--- src/rtl/a0_trace_fifo_pkg.sv ---
// ----------------------------------------------------------------------------
// a0trace_pkg
//   Shared types and defaults for the a0 trace FIFO slice.
//   - DATA_WIDTH_DEF / DEPTH_DEF / CYC_W_DEF : default build configuration
//   - ptr_w()     : pointer width for a power-of-two depth
//   - PTR_W       : pointer width of the default depth
//   - a0_entry_t  : one trace record {cycle stamp, a0 value} at default widths
// ----------------------------------------------------------------------------
package a0trace_pkg;

    localparam int DATA_WIDTH_DEF = 32;
    localparam int DEPTH_DEF      = 8;
    localparam int CYC_W_DEF      = 16;

    // Depth is a power of two >= 2, so the pointer is exactly log2(depth) bits
    // and wraps on its own at the end of storage.
    function automatic int ptr_w(input int depth);
        return $clog2(depth);
    endfunction

    localparam int PTR_W = ptr_w(DEPTH_DEF);

    typedef struct packed {
        logic [CYC_W_DEF-1:0]      cycle;
        logic [DATA_WIDTH_DEF-1:0] data;
    } a0_entry_t;

endpackage

--- src/rtl/a0_trace_fifo_sync_fifo.sv ---
// ----------------------------------------------------------------------------
// sync_fifo
//   Generic single-clock FIFO holding the trace entries.
//   Ports:
//     clk, rst_n  : clock, asynchronous active-low reset (empties the FIFO)
//     push, wdata : write request / data; accepted when not full, or when a
//                   pop happens in the same cycle
//     pop         : read request; ignored when empty
//     rdata       : head entry, combinational from storage, 0 when empty
//     full, empty : occupancy flags
//     count       : entries held (0..DEPTH)
// ----------------------------------------------------------------------------
module sync_fifo
    import a0trace_pkg::*;
#(
    parameter int WIDTH = 8,
    parameter int DEPTH = 8
) (
    input  logic               clk,
    input  logic               rst_n,
    input  logic               push,
    input  logic [WIDTH-1:0]   wdata,
    input  logic               pop,
    output logic [WIDTH-1:0]   rdata,
    output logic               full,
    output logic               empty,
    output logic [ptr_w(DEPTH):0] count
);

    localparam int PW = ptr_w(DEPTH);

    logic [WIDTH-1:0] mem [DEPTH];
    logic [PW-1:0]    wr_ptr;
    logic [PW-1:0]    rd_ptr;
    logic             wr_en;
    logic             rd_en;

    assign full  = (count == (PW+1)'(DEPTH));
    assign empty = (count == '0);

    // A full FIFO may still take a write when the head leaves in the same cycle.
    assign rd_en = pop & ~empty;
    assign wr_en = push & (~full | rd_en);

    assign rdata = empty ? '0 : mem[rd_ptr];

    always_ff @(posedge clk) begin
        if (wr_en) begin
            mem[wr_ptr] <= wdata;
        end
    end

    always_ff @(posedge clk or negedge rst_n) begin
        if (!rst_n) begin
            wr_ptr <= '0;
            rd_ptr <= '0;
            count  <= '0;
        end else begin
            if (wr_en) wr_ptr <= wr_ptr + PW'(1);
            if (rd_en) rd_ptr <= rd_ptr + PW'(1);
            case ({wr_en, rd_en})
                2'b10:   count <= count + (PW+1)'(1);
                2'b01:   count <= count - (PW+1)'(1);
                default: count <= count;
            endcase
        end
    end

endmodule

--- src/rtl/a0_trace_fifo.sv ---
// ----------------------------------------------------------------------------
// a0_trace_fifo
//   Watches the CPU a0 register every clock; each change of value is queued
//   as {cycle stamp, new value} and drained over a valid/ready stream. The CPU
//   is never stalled: a change arriving while the queue is full is dropped and
//   recorded in the sticky overflow flag.
//
//   Optional feature macro: A0_TRACE_TIMESTAMP_EN
//     defined     : free-running CYC_W-bit cycle counter, entries carry stamps
//     not defined : no counter, entries hold a0 only, out_cycle is 0
//
//   Ports:
//     clk        : system clock, rising edge
//     rst        : asynchronous active-low reset
//     a0_in      : CPU a0 value
//     out_valid  : head entry available
//     out_ready  : consumer takes the head this cycle
//     out_data   : head a0 value (0 when empty)
//     out_cycle  : head cycle stamp (0 when empty)
//     count      : entries currently held
//     overflow   : sticky, a change was dropped while full
//
//   Stream handshake: a transfer happens on a rising edge where out_valid and
//   out_ready are both 1. While out_valid=1 and out_ready=0 the head and
//   out_valid hold steady; out_valid never depends on out_ready.
// ----------------------------------------------------------------------------
module a0_trace_fifo
    import a0trace_pkg::*;
#(
    parameter int DATA_WIDTH = DATA_WIDTH_DEF,
    parameter int DEPTH      = DEPTH_DEF,
    parameter int CYC_W      = CYC_W_DEF
) (
    input  logic                  clk,
    input  logic                  rst,
    input  logic [DATA_WIDTH-1:0] a0_in,
    output logic                  out_valid,
    input  logic                  out_ready,
    output logic [DATA_WIDTH-1:0] out_data,
    output logic [CYC_W-1:0]      out_cycle,
    output logic [ptr_w(DEPTH):0] count,
    output logic                  overflow
);

`ifdef A0_TRACE_TIMESTAMP_EN
    localparam int ENTRY_W = CYC_W + DATA_WIDTH;
`else
    localparam int ENTRY_W = DATA_WIDTH;
`endif

    logic [DATA_WIDTH-1:0] a0_prev;
    logic                  change;
    logic                  pop;
    logic                  full;
    logic                  empty;
    logic [ENTRY_W-1:0]    wr_entry;
    logic [ENTRY_W-1:0]    head;

    // a0_prev resets to 0, so the first nonzero a0 after reset is a change.
    assign change = (a0_in != a0_prev);
    assign pop    = out_valid & out_ready;

    always_ff @(posedge clk or negedge rst) begin
        if (!rst) begin
            a0_prev  <= '0;
            overflow <= 1'b0;
        end else begin
            a0_prev <= a0_in;
            if (change & full & ~pop) begin
                overflow <= 1'b1;
            end
        end
    end

`ifdef A0_TRACE_TIMESTAMP_EN
    logic [CYC_W-1:0] cyc;

    // Free-running; wraps silently. The stamp is the value during the cycle
    // in which the change was seen.
    always_ff @(posedge clk or negedge rst) begin
        if (!rst) cyc <= '0;
        else      cyc <= cyc + CYC_W'(1);
    end

    assign wr_entry  = {cyc, a0_in};
    assign out_cycle = head[ENTRY_W-1:DATA_WIDTH];
`else
    assign wr_entry  = a0_in;
    assign out_cycle = '0;
`endif

    assign out_data  = head[DATA_WIDTH-1:0];
    assign out_valid = ~empty;

    // The FIFO accepts the push when it has room or when the head leaves in
    // the same cycle; otherwise the change is lost and overflow is set above.
    sync_fifo #(
        .WIDTH (ENTRY_W),
        .DEPTH (DEPTH)
    ) u_fifo (
        .clk   (clk),
        .rst_n (rst),
        .push  (change),
        .wdata (wr_entry),
        .pop   (pop),
        .rdata (head),
        .full  (full),
        .empty (empty),
        .count (count)
    );

endmodule

--- config.mk ---
export PLATFORM = sky130hd
export DESIGN_NAME = a0_trace_fifo
export DESIGN_NICKNAME = d
export VERILOG_FILES = /design/src/rtl/a0_trace_fifo_pkg.sv /design/src/rtl/a0_trace_fifo_sync_fifo.sv /design/src/rtl/a0_trace_fifo.sv
export SDC_FILE = /design/constraint.sdc
export NUM_CORES = 1
export LEC_CHECK = 0
export CAP_MARGIN = 20
export CORE_UTILIZATION = 60
export CTS_CLUSTER_DIAMETER = 60
export DETAILED_ROUTE_END_ITERATION = 10
export GPL_TIMING_DRIVEN = 1
export PLACE_DENSITY = 0.88
export SLEW_MARGIN = 0
export SYNTH_ARGS = -nofsm -noshare
export SYNTH_HDL_FRONTEND = slang
export SYNTH_SLANG_ARGS = --single-unit
--- constraint.sdc ---
create_clock -name clk -period 7.5 [get_ports clk]
set_input_delay 1.5 -clock clk [delete_from_list [all_inputs] [get_ports clk]]
set_output_delay 1.5 -clock clk [all_outputs]
set_load 0.01 [all_outputs]
* Word level (Yosys, flattened, before mapping) *
Memories as Yosys holds them, arrays and structs flattened.
Cells that the tools add are included.

storage, ports and cells
  input bits = 35
  bits in writable memories = 256
  logic and storage cells = 29
  memories kept = 1
  register bits = 43

cells by class
  add/subtract/negate cells = 4
  equality and inequality tests = 4
  reductions and logical operators = 2
  mux-type cells = 4
  bitwise logic cells = 9

memories
  name        words  width  read ports  clocked after Yosys merged registers in  write ports  RTL line                       text
  u_fifo.mem  8      32     1           0                                        1            a0_trace_fifo_sync_fifo.sv:32  logic [WIDTH-1:0] mem [DEPTH];

operators by type and width
  operator                                                                number
  32-bit two-way mux                                                      1
  32-bit inequality test                                                  1
  4-bit case mux with 2 select lines                                      1
  3-bit by 1-bit adder with 3-bit output (second input constant)          2
  1-bit bitwise AND                                                       5
  4-bit by 1-bit adder with 4-bit output (second input constant)          1
  4-bit equality test (second input constant)                             1
  4-bit zero test                                                         1
  4-bit by 1-bit subtractor with 4-bit output (second input constant)     1
  1-bit inverter                                                          3
  2-bit by 1-bit equality test with 1-bit output (second input constant)  1
  2-bit equality test (second input constant)                             1
  1-bit two-way mux                                                       2
  2-bit nonzero test                                                      1
  1-bit bitwise OR                                                        1

* Longest topological paths before layout *
Gate-level depths: netlist of the first run.

  depth in word-level cells = 8
  mapped depth = 12
  depth with buffers taken out = 11

* Modules after synthesis *
A second synthesis of the first run with hierarchy kept.

unflattened totals
  cell total of the unflattened synthesis = 587
  area, all modules = 11775.0 um^2

modules (own cells, without submodules)
  module         area an instance (um^2)  cells an instance  times used  seq. area each (um^2)
  sync_fifo      10455.0                  490                1           7937.6
  a0_trace_fifo  1320.0                   97                 1           825.8

* Worst setup path after synthesis of the first run *
Ideal clock, no wire load.

  kind = input to register
  start = input a0_in[2]
  end = memory u_fifo.mem[4][0] (netlist bit) (enable)
  arrival = 5.445 ns
  library setup time = 0.513 ns
  path buffers = 1
  cell stages on the path = 6
  slack = 1.542 ns
  cells stage by stage = xor2_1 > nor4_2 > nand4_1 > o31ai_2 > buf_6 > nor4b_1

on the way
  word-level cells in the longest chain between the ends = 4

RTL lines
  what                                     RTL line                       text
  from (decl)                              a0_trace_fifo.sv:36            input logic [DATA_WIDTH-1:0] a0_in,
  32-bit inequality test                   a0_trace_fifo.sv:60            assign change = (a0_in != a0_prev);
  1-bit bitwise AND                        a0_trace_fifo_sync_fifo.sv:43  assign wr_en = push & (~full | rd_en);
  1-bit two-way mux                        a0_trace_fifo_sync_fifo.sv:48  if (wr_en) begin
  1-bit two-way mux (implied by the code)  a0_trace_fifo_sync_fifo.sv:49  mem[wr_ptr] <= wdata;
  to (decl)                                a0_trace_fifo_sync_fifo.sv:32

No other way between the ends.

* Worst setup path after layout of the first run *
  start = register u_fifo.rd_ptr[0]
  end = output out_data[19]

on the way
  word-level cells in the longest chain between the ends = 2

RTL lines
  what                    RTL line                       text
  from (decl)             a0_trace_fifo_sync_fifo.sv:34  logic [PW-1:0] rd_ptr;
  from (signal assigned)  a0_trace_fifo_sync_fifo.sv:60  if (rd_en) rd_ptr <= rd_ptr + PW'(1);
  memory read 8 x 32 bit  n/a
  32-bit two-way mux      a0_trace_fifo_sync_fifo.sv:45  assign rdata = empty ? '0 : mem[rd_ptr];
  to (decl)               a0_trace_fifo.sv:39            output logic [DATA_WIDTH-1:0] out_data,

No other way between the ends.

==> run_results.csv, run 1 <==
group,metric,value,unit
finish,drive_above_1_share,0.222,
route,drt_iter0_drc,519,
global_route,grt_pass1_vias,6122,
floorplanning,dieArea,19900,um^2
yosys,synth_top_flop_cell,"edfxtp_1",
clock_tree,cts_setup_buffers,0,
finish,nets,693,
floorplanning,fp.dieH,141,um
sta,setup_viol,0,
sta,finalMaxSlewViolations,0,
clock_tree,cts-root-buf,"clkbuf_16",
yosys,synth_warnings,0,
worst_setup_path,r2r_slack,4.41,ns
clock_tree,htreeDepth,1,
clock_tree,cts_made_buffers,28,
sta,timing.slew.headroom,0.343,
power_and_ir_drop,peakVddDrop,0.259,mV
worst_setup_path,endpoint,"out_data[19]",
yosys,netlist_area,11600,um^2
floorplanning,io_pins,89,
min_path,min_path_type,"reg2reg",
global_route,grt_antenna_before_repair,1,
power_and_ir_drop,p_per_area,436,nW/um^2
sta,rsz0062_at_grt,"no",
place,gp_routability_congestion,0.726,
finish,multiInputGateArea,2720,um^2
clock_tree,cts_tree,"built",
clock_tree,clock_latency,0.54,ns
finish,areaGrowthSynthToFinish,18.0,%
yosys,synth_cell_type_count,33,
power_and_ir_drop,power,0.00598,W
floorplanning,start_util,0.617,
sta,min_period_over_period,0.670,
sta,fin_worst_skew,0.0156,ns
global_route,grt_util_all_layers,0.255,
finish,diodes,0,
sta,worst_pin_slew,0.986,ns
finish,final_util,0.729,
floorplanning,core_region_area,18800,um^2
sta,period_needed,5.02,ns
yosys,synth-edff-count,256,
clock_tree,cts-hold-fix-buffers,0,
flow_run,drv_cap,0,
route,num_vias,5676,
floorplanning,rows,50,
worst_setup_path,path_class,"reg2out",
route,detail_route.vias_per_cell,6.07,
route,ant_nets,0,
worst_setup_path,required,6.00,ns
route,drcViolationCount,0,
yosys,synth_seq_area_share,0.754,
place,dp_hpwl,13200,um
clock_tree,cts.repair.resized,0,
global_route,grt-ovfl-total,0,
place,port_buffers,72,
finish,fin_cells,935,
yosys,async_reset_ff_frac,0.144,
yosys,avgSynthCellArea,20.8,um^2
route,wirelength,24000,um
status,status,"completed",
yosys,ys_ff_latch,299,
finish,regArea,8770,um^2
route,wl_per_cell,25.7,um
global_route,grt_pass1_wl,36400,um
route,dr.pass1.iters,5,
power_and_ir_drop,leakage,4.74,nW
global_route,grt_max_degree,67,
sta,setup_tns,0,ns
sta,timing.fmax,199,MHz
finish,fillers,1049,
worst_setup_path,critPathCaptureType,"output pin",
worst_setup_path,reg2regPathDepth,12,
worst_setup_path,worstReg2RegStart,"a0_prev[15]",
sta,whs,0.506,ns
worst_setup_path,cp_max_fo,41,
yosys,syn_inst,558,
worst_setup_path,crit_path_start,"u_fifo.rd_ptr[0]",
clock_tree,ctsLongestPathBuffers,3,
sta,finalHoldViolations,0,
clock_tree,path_clk_slew,0.06,ns
place,post-place-cells,883,
worst_setup_path,startpoint_type,"flip-flop",
worst_setup_path,crit_arrival,3.52,ns
floorplanning,dieWidth,141,um
worst_setup_path,rr_endpoint,"u_fifo.count[2]",
clock_tree,cts.sinks,299,
-- final cells by class --
class / instances / share of cell area
Inverter: 3 / 0.000821
Sequential cell: 299 / 0.639
Timing Repair Buffer: 90 / 0.0629
Clock inverter: 18 / 0.0181
Multi-Input combinational cell: 231 / 0.199
Tap cell: 260 / 0.0237
Clock buffer: 34 / 0.0565
-- per-stage QoR --
step	setup WS [ns]	area, um^2
detailed placement	2.57	12700
CTS	2.37	13700
finish	2.48	13700
global placement	2.71	12700
global route	2.26	13700
floorplan	1.54	11700
-- synthesized netlist by cell type (2+ instances only) --
| cell | number | share of area |
|---|---|---|
| buf_2 | 8 | 0.0034 |
| ha_1 | 5 | 0.0054 |
| nand3b_1 | 3 | 0.0019 |
| dfrtp_1 | 43 | 0.093 |
| nor2_1 | 33 | 0.011 |
| a21oi_1 | 2 | 0.00086 |
| xor2_1 | 37 | 0.028 |
| buf_4 | 17 | 0.011 |
| nor3_1 | 4 | 0.0017 |
| clkbuf_1 | 6 | 0.0019 |
| nand2_1 | 5 | 0.0016 |
| mux4_2 | 64 | 0.12 |
| mux2i_1 | 32 | 0.028 |
| mux2_1 | 2 | 0.0019 |
| buf_1 | 8 | 0.0026 |
| inv_1 | 3 | 0.00097 |
| edfxtp_1 | 256 | 0.66 |
| nor4_2 | 5 | 0.0054 |
| xnor2_1 | 4 | 0.0030 |
| nor4b_1 | 2 | 0.0015 |
| nor4_1 | 7 | 0.0038 |
-- sequential cells by signal, indices dropped and copies added, names as in the netlist --
signal,flops
u_fifo.wr_ptr,3
u_fifo.mem,256
a0_prev,32
overflow,1
u_fifo.count,4
u_fifo.rd_ptr,3
-- layer usage --
layer / vias to the layer above / GRT usage / wire (um)
met4: 2 / 0.0910 / 714
met5: - / 0 / 13
met1: 2975 / 0.349 / 9510
li1: 2382 / - / -
met2: 256 / 0.425 / 12300
met3: 61 / 0.0360 / 1500
-- cells in the final DEF (no fill, tap or decap), types with 9 or more instances in the layout --
master           count
edfxtp_1           256
clkdlybuf4s50_1     71
mux4_2              64
dfrtp_1             40
xor2_1              37
nor2_1              33
mux2i_1             32
clkbuf_16           29
buf_4               17
conb_1              16
nor4_2               9
-- power breakdown --
| part | total [W] | switching, W | internal (W) |
|---|---|---|---|
| combinational | 0.00186 | 0.000902 | 0.000961 |
| clock | 0.00154 | 0.000598 | 0.000943 |
| sequential | 0.00258 | 0.000308 | 0.00227 |
-- cells by family (layout without fill, tap and decap cells) --
group	Yosys count	after routing	share of synthesized area
AOI/OAI and AO/OA	7	7	0.00430
xor gates and xnor gates	41	41	0.0309
adders and majority gates	5	5	0.00538
buffers and inverters	43	145	0.0209
DFF	299	299	0.754
muxes	99	99	0.154
other	1	16	0.000323
and+or+nand+nor	63	63	0.0300
-- critical path, stage by stage, from the launching register on --
cell             delay (ns)
dfrtp_4                0.97
buf_4                  0.59
mux4_2                 0.59
mux2i_1                0.21
nor2_1                 0.07
clkdlybuf4s50_1        0.52
-- worst min path at each step --
stage / end / cells past startpoint / slack (ns) / startpoint
after global routing: overflow / 1 / 0.54 / overflow
after global placement: overflow / 1 / 0.47 / overflow
after floorplan: overflow / 1 / 0.51 / overflow
after detailed placement: overflow / 1 / 0.49 / overflow
after CTS: overflow / 1 / 0.51 / overflow
final: overflow / 1 / 0.51 / overflow
(Power assumes the default switching activity.)
==> inputs of run 2 (changes only) <==
--- a/config.mk
+++ b/config.mk
@@ -6,11 +6,11 @@
 export NUM_CORES = 1
 export LEC_CHECK = 0
 export CAP_MARGIN = 20
-export CORE_UTILIZATION = 60
+export CORE_UTILIZATION = 52
 export CTS_CLUSTER_DIAMETER = 60
 export DETAILED_ROUTE_END_ITERATION = 10
 export GPL_TIMING_DRIVEN = 1
-export PLACE_DENSITY = 0.88
+export PLACE_DENSITY = 0.81
 export SLEW_MARGIN = 0
 export SYNTH_ARGS = -nofsm -noshare
 export SYNTH_HDL_FRONTEND = slang
==> constraint.sdc (replaced) <==
create_clock -name clk -period 4.25 [get_ports clk]
set_input_delay 0.85 -clock clk [delete_from_list [all_inputs] [get_ports clk]]
set_output_delay 0.85 -clock clk [all_outputs]
set_load 0.01 [all_outputs]
==> run 2 against run 1 <==
Compared with the run above:
- design area grew 0.37%
- first-iteration DRC count decreased by 21%
- non-clock buffer count is 19 higher
- die area rose by 15%
- sequential power rose by 73%
- power is 71% higher
- critical path depth unchanged
- largest cell class unchanged
==> run_results.csv, run 2 (synthesis gave the netlist of run 1 again) <==
group,metric,value,unit
clock_tree,cts_tree,"built",
power_and_ir_drop,combPwrFrac,0.330,
worst_setup_path,crit_arrival,2.96,ns
route,drcViolationCount,0,
power_and_ir_drop,peakVddDrop,0.508,mV
floorplanning,rows,54,
worst_setup_path,worstReg2RegStart,"a0_prev[5]",
worst_setup_path,required,3.40,ns
global_route,grt_util_all_layers,0.215,
clock_tree,cts_made_buffers,28,
sta,setup_ws,0.438,ns
power_and_ir_drop,intPower,0.00714,W
sta,setup_tns,0,ns
power_and_ir_drop,p_per_area,742,nW/um^2
worst_setup_path,path_class,"reg2out",
finish,layout_commonest_cell,"edfxtp_1",
finish,final_util,0.629,
clock_tree,path_clk_slew,0.06,ns
place,port_buffers,72,
sta,period_needed,3.81,ns
route,met3_length,1610,um
finish,areaGrowthSynthToFinish,18.4,%
finish,nets,712,
flow_run,drv_cap,0,
finish,largest_reg_flops,256,
route,detail_route.vias_per_cell,5.76,
floorplanning,dieWidth,152,um
worst_setup_path,reg2regPathDepth,11,
sta,timing.fmax,262,MHz
global_route,grt-ovfl-total,0,
sta,worst_pin_slew,0.996,ns
clock_tree,htreeDepth,1,
place,gp_routability_congestion,0.798,
worst_setup_path,startpoint_type,"flip-flop",
finish,final_cell_mix,"edfxtp_1, clkdlybuf4s50_1, mux4_2, dfrtp_1, xor2_1",
power_and_ir_drop,power,0.0102,W
finish,diodes,0,
finish,top_regs,"u_fifo.mem (256), a0_prev (32), u_fifo.count (4)",
sta,finalMaxSlewViolations,0,
sta,timing.slew.headroom,0.334,
clock_tree,cts.sinks,299,
place,dp_hpwl,13400,um
power_and_ir_drop,sequentialPowerShare,0.436,
finish,regArea,8770,um^2
floorplanning,dieArea,23000,um^2
worst_setup_path,r2r_slack,1.17,ns
worst_setup_path,critPathCaptureType,"output pin",
global_route,grt_max_degree,36,
route,wl_per_cell,23.9,um
finish,regMostFlops,"u_fifo.mem",
power_and_ir_drop,clockPowerShare,0.234,
route,dr.pass1.iters,4,
finish,fillers,1483,
finish,multiInputGateArea,2720,um^2
global_route,grt_pass1_wl,35200,um
sta,fin_worst_skew,0.0121,ns
floorplanning,io_pins,89,
sta,min_period_over_period,0.897,
route,ant_nets,0,
route,routed.top_layer,"met5",
clock_tree,clock_latency,0.53,ns
power_and_ir_drop,leakage,4.77,nW
route,wl_met2,11700,um
floorplanning,core_region_area,21900,um^2
global_route,grt_antenna_before_repair,1,
clock_tree,cts_setup_buffers,0,
sta,setup_viol,0,
clock_tree,cts-hold-fix-buffers,0,
power_and_ir_drop,switching_power,0.00308,W
worst_setup_path,rr_endpoint,"u_fifo.count[2]",
power_and_ir_drop,switching_share,0.301,
route,drt_iter0_drc,408,
sta,finalHoldViolations,0,
route,wirelength,23300,um
global_route,grt_pass1_vias,5894,
place,post-place-ws,0.226,ns
clock_tree,cts-root-buf,"clkbuf_16",
route,m1WireLength,9410,um
finish,drive_above_1_share,0.231,
status,status,"completed",
floorplanning,start_util,0.531,
floorplanning,fp.dieH,152,um
min_path,min_path_type,"in2async",
worst_setup_path,cp_max_fo,35,
clock_tree,cts.repair.resized,0,
sta,rsz0062_at_grt,"no",
clock_tree,ctsLongestPathBuffers,3,
route,num_vias,5610,
[run 2: cell count changes in the layout (fill, tap and decap cells not counted), sizes merged]
cell,change
buf,+19
clkinv,-2
bufinv,-5
clkinvlp,-2
inv,-1
clkbuf,+10
[run 2: metal layers]
| metal | vias up | GRT usage |
|---|---|---|
| met5 | - | 0 |
| met4 | 2 | 0.0634 |
| met3 | 46 | 0.0368 |
| met2 | 233 | 0.363 |
| met1 | 2902 | 0.292 |
| li1 | 2427 | - |
[run 2: layout make-up]
cell class | instances | area share
Timing Repair Buffer | 109 | 0.0749
Clock inverter | 8 | 0.00454
Inverter | 3 | 0.000818
Clock buffer | 44 | 0.0597
Multi-Input combinational cell | 231 | 0.198
Sequential cell | 299 | 0.637
Tap cell | 280 | 0.0254
[run 2: how the worst max path moves through the flow]
stage,start,to,slack (ns),depth (start not counted)
after global placement,a0_in[15],u_fifo.count[2],0.28,12
after detailed placement,a0_in[0],u_fifo.count[2],0.23,12
final,u_fifo.rd_ptr[1],out_data[22],0.44,5
after global routing,u_fifo.rd_ptr[1],out_data[13],0.32,5
after floorplan,a0_in[2],u_fifo.mem[4][0],-1.06,6
after CTS,u_fifo.rd_ptr[1],out_data[21],0.40,5
[run 2: critical path, cell delays in order, from the launching register on]
cell and delay (ns):
dfrtp_2 0.97, buf_12 0.32, mux4_2 0.32, mux2i_1 0.23, nor2_1 0.07, clkdlybuf4s50_1 0.50
[run 2: power groups by stage]
stage	clock, W	combinational, W	sequential [W]
2_1_floorplan	0	0.00210	0.00427
3_3_place_gp	0	0.00337	0.00446
3_5_place_dp	0	0.00341	0.00452
4_1_cts	0.00243	0.00344	0.00447
5_1_grt	0.00254	0.00362	0.00452
6_report	0.00239	0.00337	0.00446
[run 2: metrics by stage]
stage                     cell area [um^2]  hold WS [ns]  instances
final                                13800         0.286        974
after global routing                 13800         0.308        974
after CTS                            13800         0.281        974
after detailed placement             12900         0.552        922
after global placement               12900         0.536        922
after floorplan                      11700         0.513        573
